$ cat src/rtl/lif_spike_aer_out.sv
// Spike-to-AER output stage: queues spiking neuron addresses from the LIF update
// stream and emits them one at a time over a 4-phase AER request/acknowledge link.
module lif_spike_aer_out #(
    parameter int DEPTH  = 8,
    parameter int ADDR_W = 8
) (
    input  logic              CLK,
    input  logic              RST,
    input  logic              evt_valid,
    input  logic [ADDR_W-1:0] evt_neur,
    input  logic [6:0]        evt_out,
    output logic [ADDR_W-1:0] AEROUT_ADDR,
    output logic              AEROUT_REQ,
    input  logic              AEROUT_ACK,
    output logic              fifo_empty,
    output logic              fifo_full,
    output logic [7:0]        drop_cnt
);

    localparam int PTR_W = (DEPTH > 1) ? $clog2(DEPTH) : 1;
    localparam int CNT_W = PTR_W + 1;
    localparam logic [CNT_W-1:0] FULL_CNT = CNT_W'(DEPTH);

    localparam logic [1:0] ST_IDLE    = 2'd0;
    localparam logic [1:0] ST_REQ_HI  = 2'd1;
    localparam logic [1:0] ST_WAIT_LO = 2'd2;

    logic [ADDR_W-1:0] mem [DEPTH];

    logic [PTR_W-1:0]  wr_ptr_reg;
    logic [PTR_W-1:0]  rd_ptr_reg;
    logic [CNT_W-1:0]  count_reg;
    logic [CNT_W-1:0]  count_next;
    logic [7:0]        drop_cnt_reg;
    logic [1:0]        state_reg;
    logic [1:0]        state_next;
    logic              req_reg;
    logic              req_next;
    logic [ADDR_W-1:0] addr_reg;
    logic              ack_meta_reg;
    logic              ack_s_reg;

    logic push_req;
    logic push_ok;
    logic pop;

    // Only the spike flag matters; the remaining LIF event bits are deliberately unused.
    logic unused_evt_bits;
    assign unused_evt_bits = ^evt_out[5:0];

    assign fifo_empty = (count_reg == '0);
    assign fifo_full  = (count_reg == FULL_CNT);

    assign push_req = evt_valid && evt_out[6] && !RST;
    // A full FIFO still accepts a spike when the head leaves in the same cycle.
    assign push_ok  = push_req && (!fifo_full || pop);

    always_comb begin
        state_next = state_reg;
        req_next   = req_reg;
        pop        = 1'b0;
        case (state_reg)
            ST_IDLE: begin
                if (!fifo_empty && !ack_s_reg) begin
                    pop        = 1'b1;
                    req_next   = 1'b1;
                    state_next = ST_REQ_HI;
                end
            end
            ST_REQ_HI: begin
                if (ack_s_reg) begin
                    req_next   = 1'b0;
                    state_next = ST_WAIT_LO;
                end
            end
            ST_WAIT_LO: begin
                req_next = 1'b0;
                if (!ack_s_reg) begin
                    state_next = ST_IDLE;
                end
            end
            default: begin
                req_next   = 1'b0;
                state_next = ST_IDLE;
            end
        endcase
    end

    always_comb begin
        count_next = count_reg;
        if (push_ok && !pop) begin
            count_next = count_reg + CNT_W'(1);
        end else if (!push_ok && pop) begin
            count_next = count_reg - CNT_W'(1);
        end
    end

    // Storage has no reset so it maps onto plain RAM; the pointers define validity.
    always_ff @(posedge CLK) begin
        if (push_ok) begin
            mem[wr_ptr_reg] <= evt_neur;
        end
    end

    always_ff @(posedge CLK) begin
        if (RST) begin
            ack_meta_reg <= 1'b0;
            ack_s_reg    <= 1'b0;
            wr_ptr_reg   <= '0;
            rd_ptr_reg   <= '0;
            count_reg    <= '0;
            drop_cnt_reg <= 8'd0;
            state_reg    <= ST_IDLE;
            req_reg      <= 1'b0;
            addr_reg     <= '0;
        end else begin
            ack_meta_reg <= AEROUT_ACK;
            ack_s_reg    <= ack_meta_reg;
            state_reg    <= state_next;
            req_reg      <= req_next;
            count_reg    <= count_next;
            if (push_ok) begin
                wr_ptr_reg <= wr_ptr_reg + PTR_W'(1);
            end
            if (pop) begin
                rd_ptr_reg <= rd_ptr_reg + PTR_W'(1);
                addr_reg   <= mem[rd_ptr_reg];
            end
            if (push_req && !push_ok && (drop_cnt_reg != 8'hFF)) begin
                drop_cnt_reg <= drop_cnt_reg + 8'd1;
            end
        end
    end

    assign AEROUT_ADDR = addr_reg;
    assign AEROUT_REQ  = req_reg;
    assign drop_cnt    = drop_cnt_reg;

endmodule
$ cat config.mk
export PLATFORM = sky130hd
export DESIGN_NAME = lif_spike_aer_out
export DESIGN_NICKNAME = d
export VERILOG_FILES = /design/src/rtl/lif_spike_aer_out.sv
export SDC_FILE = /design/constraint.sdc
export NUM_CORES = 1
export LEC_CHECK = 0
export BUFFER_PORTS_ARGS = -buffer_cell sky130_fd_sc_hd__buf_2
export CORE_ASPECT_RATIO = 1.4
export CORE_MARGIN = 1.5
export CORE_UTILIZATION = 55
export DETAILED_ROUTE_END_ITERATION = 6
export GPL_TIMING_DRIVEN = 0
export PLACE_DENSITY = 0.75
export SLEW_MARGIN = 25
export SYNTH_ARGS = -nofsm -noshare
export SYNTH_HDL_FRONTEND = slang
export SYNTH_SLANG_ARGS = --single-unit
$ cat constraint.sdc
create_clock -name CLK -period 5.68 [get_ports CLK]
set_input_delay 0.568 -clock CLK [delete_from_list [all_inputs] [get_ports CLK]]
set_output_delay 0.568 -clock CLK [all_outputs]
set_load 0.01 [all_outputs]
## Yosys cells after proc, flatten, opt, wreduce, memory -nomap -nowiden

Memories as Yosys holds them, arrays and structs flattened. A register that Yosys moved wholly into a read port is not among the register bits.
Cells that the tools add are included.
W data, S select, Z words.

- Flip-flop bits (word level): 23
- Memory bits (writable): 64
- Input bits: 19
- Output and inout bits: 19
- Logic and storage cells: 54
- Memories: 1

- Add/sub/neg operators: 5
- Equality and inequality tests: 7
- Multiplexer cells: 13
- Reduce and logical (&&, ||, !) cells: 20

Memories:

| name | words | bits a word | rd ports | clocked after memory_dff | write ports | line | RTL |
|---|---|---|---|---|---|---|---|
| mem | 8 | 8 | 1 | 1 | 1 | 28 | `logic [ADDR_W-1:0] mem [DEPTH];` |

Operator list:

| kind | number |
|---|---|
| $add A8 B1 Y8 const B | 1 |
| $logic_and A1 B1 Y1 | 8 |
| $mux W4 | 2 |
| $ne A8 B8 Y1 const B | 1 |
| $add A3 B1 Y3 const B | 2 |
| $logic_not A1 Y1 | 6 |
| $mux W1 | 6 |
| $mux W2 | 3 |
| $ne A2 B2 Y1 const B | 3 |
| $pmux W2 S3 | 1 |
| $add A4 B1 Y4 const B | 1 |
| $eq A4 B4 Y1 const B | 1 |
| $logic_not A4 Y1 | 1 |
| $sub A4 B1 Y4 const B | 1 |
| $reduce_and A3 Y1 | 1 |
| $eq A2 B1 Y1 const B | 1 |
| $eq A2 B2 Y1 const B | 1 |
| $logic_not A2 Y1 | 1 |
| $pmux W1 S2 | 1 |
| $reduce_and A2 Y1 | 1 |
| $reduce_bool A2 Y1 | 1 |
| $logic_or A1 B1 Y1 | 1 |

## Logic depth before layout (Yosys ltp)

Gate-level depths: netlist (run 1).

- Word-level depth: 11
- Gate-level depth with buffers: 12
- Mapped depth without buffers: 11

## Least setup slack after synthesis (run 1)

No wires, ideal clock.

- Path kind: register to register
- Start point: register count_reg[0]
- End point: register count_reg[3]
- Library setup time: 0.121 ns
- Arrival time: 2.785 ns
- Required time: 5.559 ns
- Setup slack: 2.774 ns
- Cell stages (with the launch flop): 13
- Buffers on the path: 1
- Clock period less this slack: 2.906 ns
- Cell sequence: dfxtp_1 or4_2 inv_1 nor2_1 buf_2 inv_1 ha_1 inv_1 ha_1 a21oi_1 a211oi_1 a31oi_1 mux2_2

- Cells in the longest elaborated chain, start to end: 10
- Elaborated cells between the ends (all ways): 18
- Classes of those cells: add/sub (2); eq/ne (1); mux (4); reduce/logical (11)

Ends and longest elaborated chain:

| item | line | RTL |
|---|---|---|
| from (decl) | 32 | `logic [CNT_W-1:0] count_reg;` |
| from (signal assigned) | 121 | `count_reg <= count_next;` |
| $logic_not A4 Y1 * | 51 | `assign fifo_empty = (count_reg == '0);` |
| via fifo_empty | 15 | `output logic fifo_empty,` |
| $logic_not A1 Y1 * | 64 | `if (!fifo_empty && !ack_s_reg) begin` |
| $logic_and A1 B1 Y1 * | 64 |  |
| $mux W1 * | 64 |  |
| $mux W1 * | 62 | `case (state_reg)` |
| $logic_or A1 B1 Y1 | 56 | `assign push_ok = push_req && (!fifo_full \|\| pop);` |
| $logic_and A1 B1 Y1 | 56 |  |
| $logic_not A1 Y1 | 93 | `end else if (!push_ok && pop) begin` |
| $logic_and A1 B1 Y1 | 93 |  |
| $reduce_bool A2 Y1 (no source line) | -- |  |

The timed path passes the listed nets; every way through them passes the cells marked *. The select of a mux whose other input is x is not followed.
A chain may end at the register's enable or synchronous reset.

## Worst setup path after layout (run 1)

- Start point: register count_reg[0]
- End point: register count_reg[3]

- Cells in the longest elaborated chain, start to end: 10
- Elaborated cells between the ends (all ways): 18
- Classes of those cells: add/sub (2); eq/ne (1); mux (4); reduce/logical (11)

Ends and longest elaborated chain:

| item | line |
|---|---|
| $logic_not A4 Y1 | 51 |
| $logic_not A1 Y1 | 64 |
| $logic_and A1 B1 Y1 | 64 |
| $mux W1 | 64 |
| $mux W1 | 62 |
| $logic_or A1 B1 Y1 | 56 |
| $logic_and A1 B1 Y1 | 56 |
| $logic_not A1 Y1 | 93 |
| $logic_and A1 B1 Y1 | 93 |
| $reduce_bool A2 Y1 (no source line) | -- |

Several ways; a longest one is shown, not always the timed one. The select of a mux whose other input is x is not followed.

==> results of run 1 <==
placed cells by master (no fill, tap or decap), drive strengths merged, types with 3 or more instances in the layout:
cell type,n
a21oi,11
and4,3
buf,38
clkbuf,14
dfxtp,31
edfxtp,64
ha,6
inv,11
mux2i,3
mux4,16
nand2,8
nand2b,3
nand3,7
nand3b,3
nor2,23
nor2b,4
nor3,16
nor4,3
o22ai,8
o31ai,3
or4,5
xnor2,5
report_power, final:
| group | internal (mW) | switching [mW] |
|---|---|---|
| sequential | 0.793 | 0.0442 |
| combinational | 0.237 | 0.282 |
| clock | 0.213 | 0.247 |
| total | 1.24 | 0.574 |
cells in the mapped netlist (all sizes together):
| library cell | count |
|---|---|
| mux4 | 16 |
| mux2i | 3 |
| o41ai | 1 |
| a21oi | 11 |
| o21ai | 2 |
| nand3b | 3 |
| nor2b | 4 |
| xnor2 | 5 |
| o22ai | 8 |
| nor3 | 16 |
| ha | 6 |
| a211oi | 1 |
| nand2b | 3 |
| nor2 | 23 |
| edfxtp | 64 |
| nand3 | 7 |
| nand2 | 8 |
| nor4b | 1 |
| dfxtp | 31 |
| xor2 | 1 |
| clkbuf | 5 |
| inv | 7 |
| and4 | 3 |
| fa | 1 |
| buf | 6 |
| or3 | 2 |
| mux2 | 1 |
| a311oi | 1 |
| or4 | 5 |
| a21o | 1 |
| a31oi | 2 |
| o31ai | 3 |
| nor3b | 2 |
| nor4 | 3 |
routing by layer:
layer  share of wire (%)  wire [µm]
met4                 2.8        196
met2                  51       3570
met1                  41       2870
met3                 4.8        337
met5                   0          0
area by class of cell:
| class | count | share of cell area (%) |
|---|---|---|
| tap | 92 | 2.67 |
| clock buffer | 9 | 2.88 |
| timing repair buffer | 32 | 3.78 |
| buffer | 11 | 1.22 |
| inverter | 7 | 0.610 |
| multi-input combinational | 143 | 27.8 |
| sequential | 95 | 59.1 |
| clock inverter | 7 | 1.98 |
worst paths after layout:
| check | start | to | slack, ps |
|---|---|---|---|
| setup reg to reg | count_reg[0]$_SDFFE_PP0P_ | count_reg[3]$_SDFFE_PP0P_ | 2500 |
| hold / removal | AEROUT_ACK | ack_meta_reg$_SDFF_PP0_ | 420 |
| setup / recovery | count_reg[0]$_SDFFE_PP0P_ | count_reg[3]$_SDFFE_PP0P_ | 2500 |
| hold reg to reg | ack_meta_reg$_SDFF_PP0_ | ack_s_reg$_SDFF_PP0_ | 460 |
kinds of logic after synthesis:
group / count (synthesis) / synth area share, %
fa+ha+maj: 7 / 2.51
xor+xnor: 6 / 1.39
compound gates: 30 / 4.85
flops: 95 / 67.0
mux: 20 / 10.6
buf+inv: 18 / 2.08
simple gates: 80 / 11.5
==> impl_results.md, run 1 <==
* Post-synth top area share at 50.7%
* Post-Syn Instances at 256
* Endpoints failing hold at 0
* Max Cap Viol at 0
* DRC errors left at 0
* GR Util met2 at 34.9%
* RSZ-0062 raised after global routing: no
* Crit path top cell by count: inv_1
* Initial antenna violation count at 0
* Pre-CTS setup slack at 2530 ps
* Clk pin slew, worst setup/hold paths at 100 ps
* M1 GR Usage at 26.0%
* 1st-iter DRT viols at roughly 190
* Dominant cells by area after synthesis: edfxtp_1 (51%), dfxtp_1 (16%), mux4_2 (9.5%)
* Area growth, synth to finish at 13.5%
* Vias in the first global route at 2222
* Initial Util at between 50% and 60%
* Clock skew at 7.96 ps
* Hold buffer count at CTS at 0
* Layout Nets at approximately 330
* Total congestion overflow at 0
* GR Layer Usage met3 at under 10%
* Die height at 101 µm
* Pin count of the biggest net entering global routing at 19
* Placed Area at 4100 µm²
* VDD IR-drop max at 0.000215 V
* Slew @ Worst Pin at 940 ps
* CTS tree: built
* Core Util, Final at 65.1%
* Cells along the critical path: or4_2 > inv_1 > nor2_1 > buf_2 > inv_1 > ha_1 > inv_1 > ha_1 > a21oi_1 > a211oi_1 > a31oi_1 > mux2_2
* DIE AREA at roughly 7400 µm²
* Die Span X at 73.2 µm
* Crit-path slowest cell: or4_2
* Final worst path period share at 55.9%
* Crit Path Max Fanout at 10
* Post-DRT Antenna Nets at 0
* Final worst path period need at 3180 ps
* Clock buffer depth at 2
* Final TNS setup at 0 ps
* PostCTS Resize Cnt at 0
* Dpl cells at 380
* First-pass GRT wire length at 11000 µm
* Mapped cell area at 3790 µm²
* PortBufs at 31
* Post-CTS setup buffers at 0
* Hold-critical path depth at 2
* GRT Max-Usage Layer: met2
* CTS sink cnt at 95
* CP endpoint kind: register
* CP required at 5930 ps
* Syn Area/Cell at 14.8 µm²
* Total GRT Usage at a little over a fifth
* Final Max Tran Viols at 0
* Number of synthesized register bits at 95
* HPWL after DPL at 4660 µm
* Root buf cell: clkbuf_8
* Synthesis Warnings at 0
* DR pass1 iterations at 4
* Routed len/inst at 17.6 µm
* Seq/Total Area, Yosys at between 60% and 70%
* FMAX at 315 MHz
* CP Depth at 12
* Layout cells sized above 1 at 26.0%
* Max FFs per register at 64
* GPL Wtd Cong at about 0.87
* Synth area leader: edfxtp_1
* Worst hold slack at 424 ps
* Buf+Inv Stages, Crit Path at 4
* Io pins at 38
* Area occupied by multi-input gates at 1200 µm²
* Sequential Area at 2540 µm²
* Total chip power at 1.82 mW
* Final setup fails at 0
* Outcome: finished, final reports clean
* Crit Path Category: register to register
* Hold Crit Class: input port to register
* Fin cells at 396
* Fill count at 496
* Clock Latency Late Sink at 360 ps
* Slew headroom at 37.1%
* Biggest cell delay along the critical path at 780 ps
* Crit path DAT at 3430 ps
* Unique masters post-synth at 39
* CP top delay family: simple AND/OR/NAND/NOR gates
* Vias at 2264
* Routed WL at 6970 µm
* Syn nets at ~280
* Worst setup margin at 2500 ps
* # diodes at 0
* Pwr Density at 422 nW/µm²
* Row Count at 35
* Number of CTS-inserted buffers at 9
* Final non-filler cell area at 4310 µm²
* # H-tree levels at 3
* CP startpoint kind: register
* DR vias/cell at 5.72
* FF-to-FF path depth at 12
* Core area at 6610 µm²
* Leakage at approximately 1.5 nW
Note: power is estimated with default switching activity, not from simulation.
==> run 2, diff against run 1 <==
Clock period 5.68 ns to 3.06 ns, I/O delays scaled along.
==> impl_results.md, run 2 (same netlist as run 1, synthesis figures left out) <==
* Outcome: finished, final reports clean
* Die height at between 100 and 150 µm
* Die Span X at 73.2 µm
* Final TNS setup at 0 ps
* Initial antenna violation count at 0
* CP required at 3320 ps
* Layout Nets at approximately 330
* Clock Latency Late Sink at 360 ps
* Most frequent cells in the layout: edfxtp_1 (64), buf_2 (33), dfxtp_1 (29), nor2_1 (23), mux4_2 (16)
* Worst hold slack at 163 ps
* Most common cell after layout, fill and taps aside: edfxtp_1
* Core area at about 6600 µm²
* DR vias/cell at 5.75
* GPL Wtd Cong at 0.867
* Final setup fails at 0
* Max FFs per register at 64
* # H-tree levels at 3
* Routed WL at 6980 µm
* DR pass1 iterations at 4
* Hold Crit Class: input port to register
* Area growth, synth to finish at 14.2%
* Final worst path period need at 2820 ps
* 1st-iter DRT viols at 156
* # diodes at 0
* CP endpoint kind: register
* Pwr Density at 789 nW/µm²
* Fill count at 494
* VDD IR-drop max at 0.000401 V
* Slew @ Worst Pin at between 900 and 1000 ps
* Number of CTS-inserted buffers at 9
* HPWL after DPL at 4660 µm
* Initial Util at between 50% and 60%
* Clk pin slew, worst setup/hold paths at 100 ps
* CP startpoint kind: register
* Slew headroom at 38.0%
* Core Util, Final at 65.5%
* Pin count of the biggest net entering global routing at 19
* Leakage at 1.49 nW
* RSZ-0062 raised after global routing: no
* Routed len/inst at 17.6 µm
* Hold buffer count at CTS at 0
* Crit path DAT at between 3000 and 4000 ps
* Layout cells sized above 1 at 27.3%
* DIE AREA at between 7000 and 8000 µm²
* Io pins at 38
* FMAX at 355 MHz
* Row Count at 35
* PortBufs at 31
* DRC errors left at 0
* Clock buffer depth at 2
* Post-DRT Antenna Nets at 0
* Final Max Tran Viols at 0
* CTS sink cnt at 95
* Total chip power at 3.42 mW
* Total GRT Usage at about a fifth
* Vias at 2277
* Max Cap Viol at 0
* Crit Path Category: register to register
* Crit Path Max Fanout at 10
* CTS tree: built
* Final worst path period share at ~92%
* Vias in the first global route at ~2200
* Root buf cell: clkbuf_8
* First-pass GRT wire length at 11000 µm
* Clock skew at between 6 and 7 ps
* Total congestion overflow at 0
* Endpoints failing hold at 0
[run 2: cell types whose count changed in the layout (fill, tap and decap cells not counted), sizes merged]
| cell | delta |
|---|---|
| buf | -1 |
| clkbuf | +1 |
[run 2: path summary, 6_finish.rpt]
path | slack [ps] | from | cells past startpoint | to
worst min-delay path | 160 | AEROUT_ACK | 2 | ack_meta_reg$_SDFF_PP0_
worst min register to register | 460 | ack_meta_reg$_SDFF_PP0_ | 1 | ack_s_reg$_SDFF_PP0_
worst max-delay path | 240 | count_reg[0]$_SDFFE_PP0P_ | 12 | count_reg[3]$_SDFFE_PP0P_
worst max register to register | 240 | count_reg[0]$_SDFFE_PP0P_ | 12 | count_reg[3]$_SDFFE_PP0P_
[run 2: final cells by class]
cell class	instances	area [µm²]	share of cell area [%]
sequential	95	2540	58.8
multi-input combinational	143	1220	28.1
timing repair buffer	32	163	3.76
clock buffer	9	124	2.86
tap	92	115	2.66
clock inverter	7	85.1	1.97
buffer	11	55.1	1.27
inverter	7	26.3	0.607
[run 2: timing repair]
action                                  CTS  global route
gates resized for setup                   1             5
setup buffers                             0             0
endpoints found under the setup margin    1             1
endpoints found under the hold margin     0             0
pin swaps                                 0             0
[run 2: per-stage QoR]
step	std cells	area [µm²]	setup WS (ps)
floorplan	256	3790	154
global placement	379	4060	-46.7
detailed placement	380	4100	-94.9
CTS	396	4310	81.7
global route	396	4330	90.9
finish	396	4330	243
[run 2: power by group]
part	internal (mW)	total [mW]	switching (mW)
logic	0.468	0.998	0.530
registers	1.47	1.56	0.0870
clock network	0.395	0.857	0.462
[run 2: critical path, stage by stage, from the launching register on]
cell      delay [ps]
dfxtp_2          380
or4_4            580
inv_1            120
nor2_1            70
clkbuf_4         210
inv_1             80
ha_1             160
inv_1            110
ha_1             290
nand3_1          110
a211oi_1          80
a31oi_1          190
mux2_2           350
[run 2: routing by layer]
metal	wire (µm)	vias up	GRT usage [%]
met5	0	-	0
met4	201	0	11.2
li1	-	1074	-
met2	3590	53	34.9
met3	229	16	3.08
met1	2960	1134	26.0
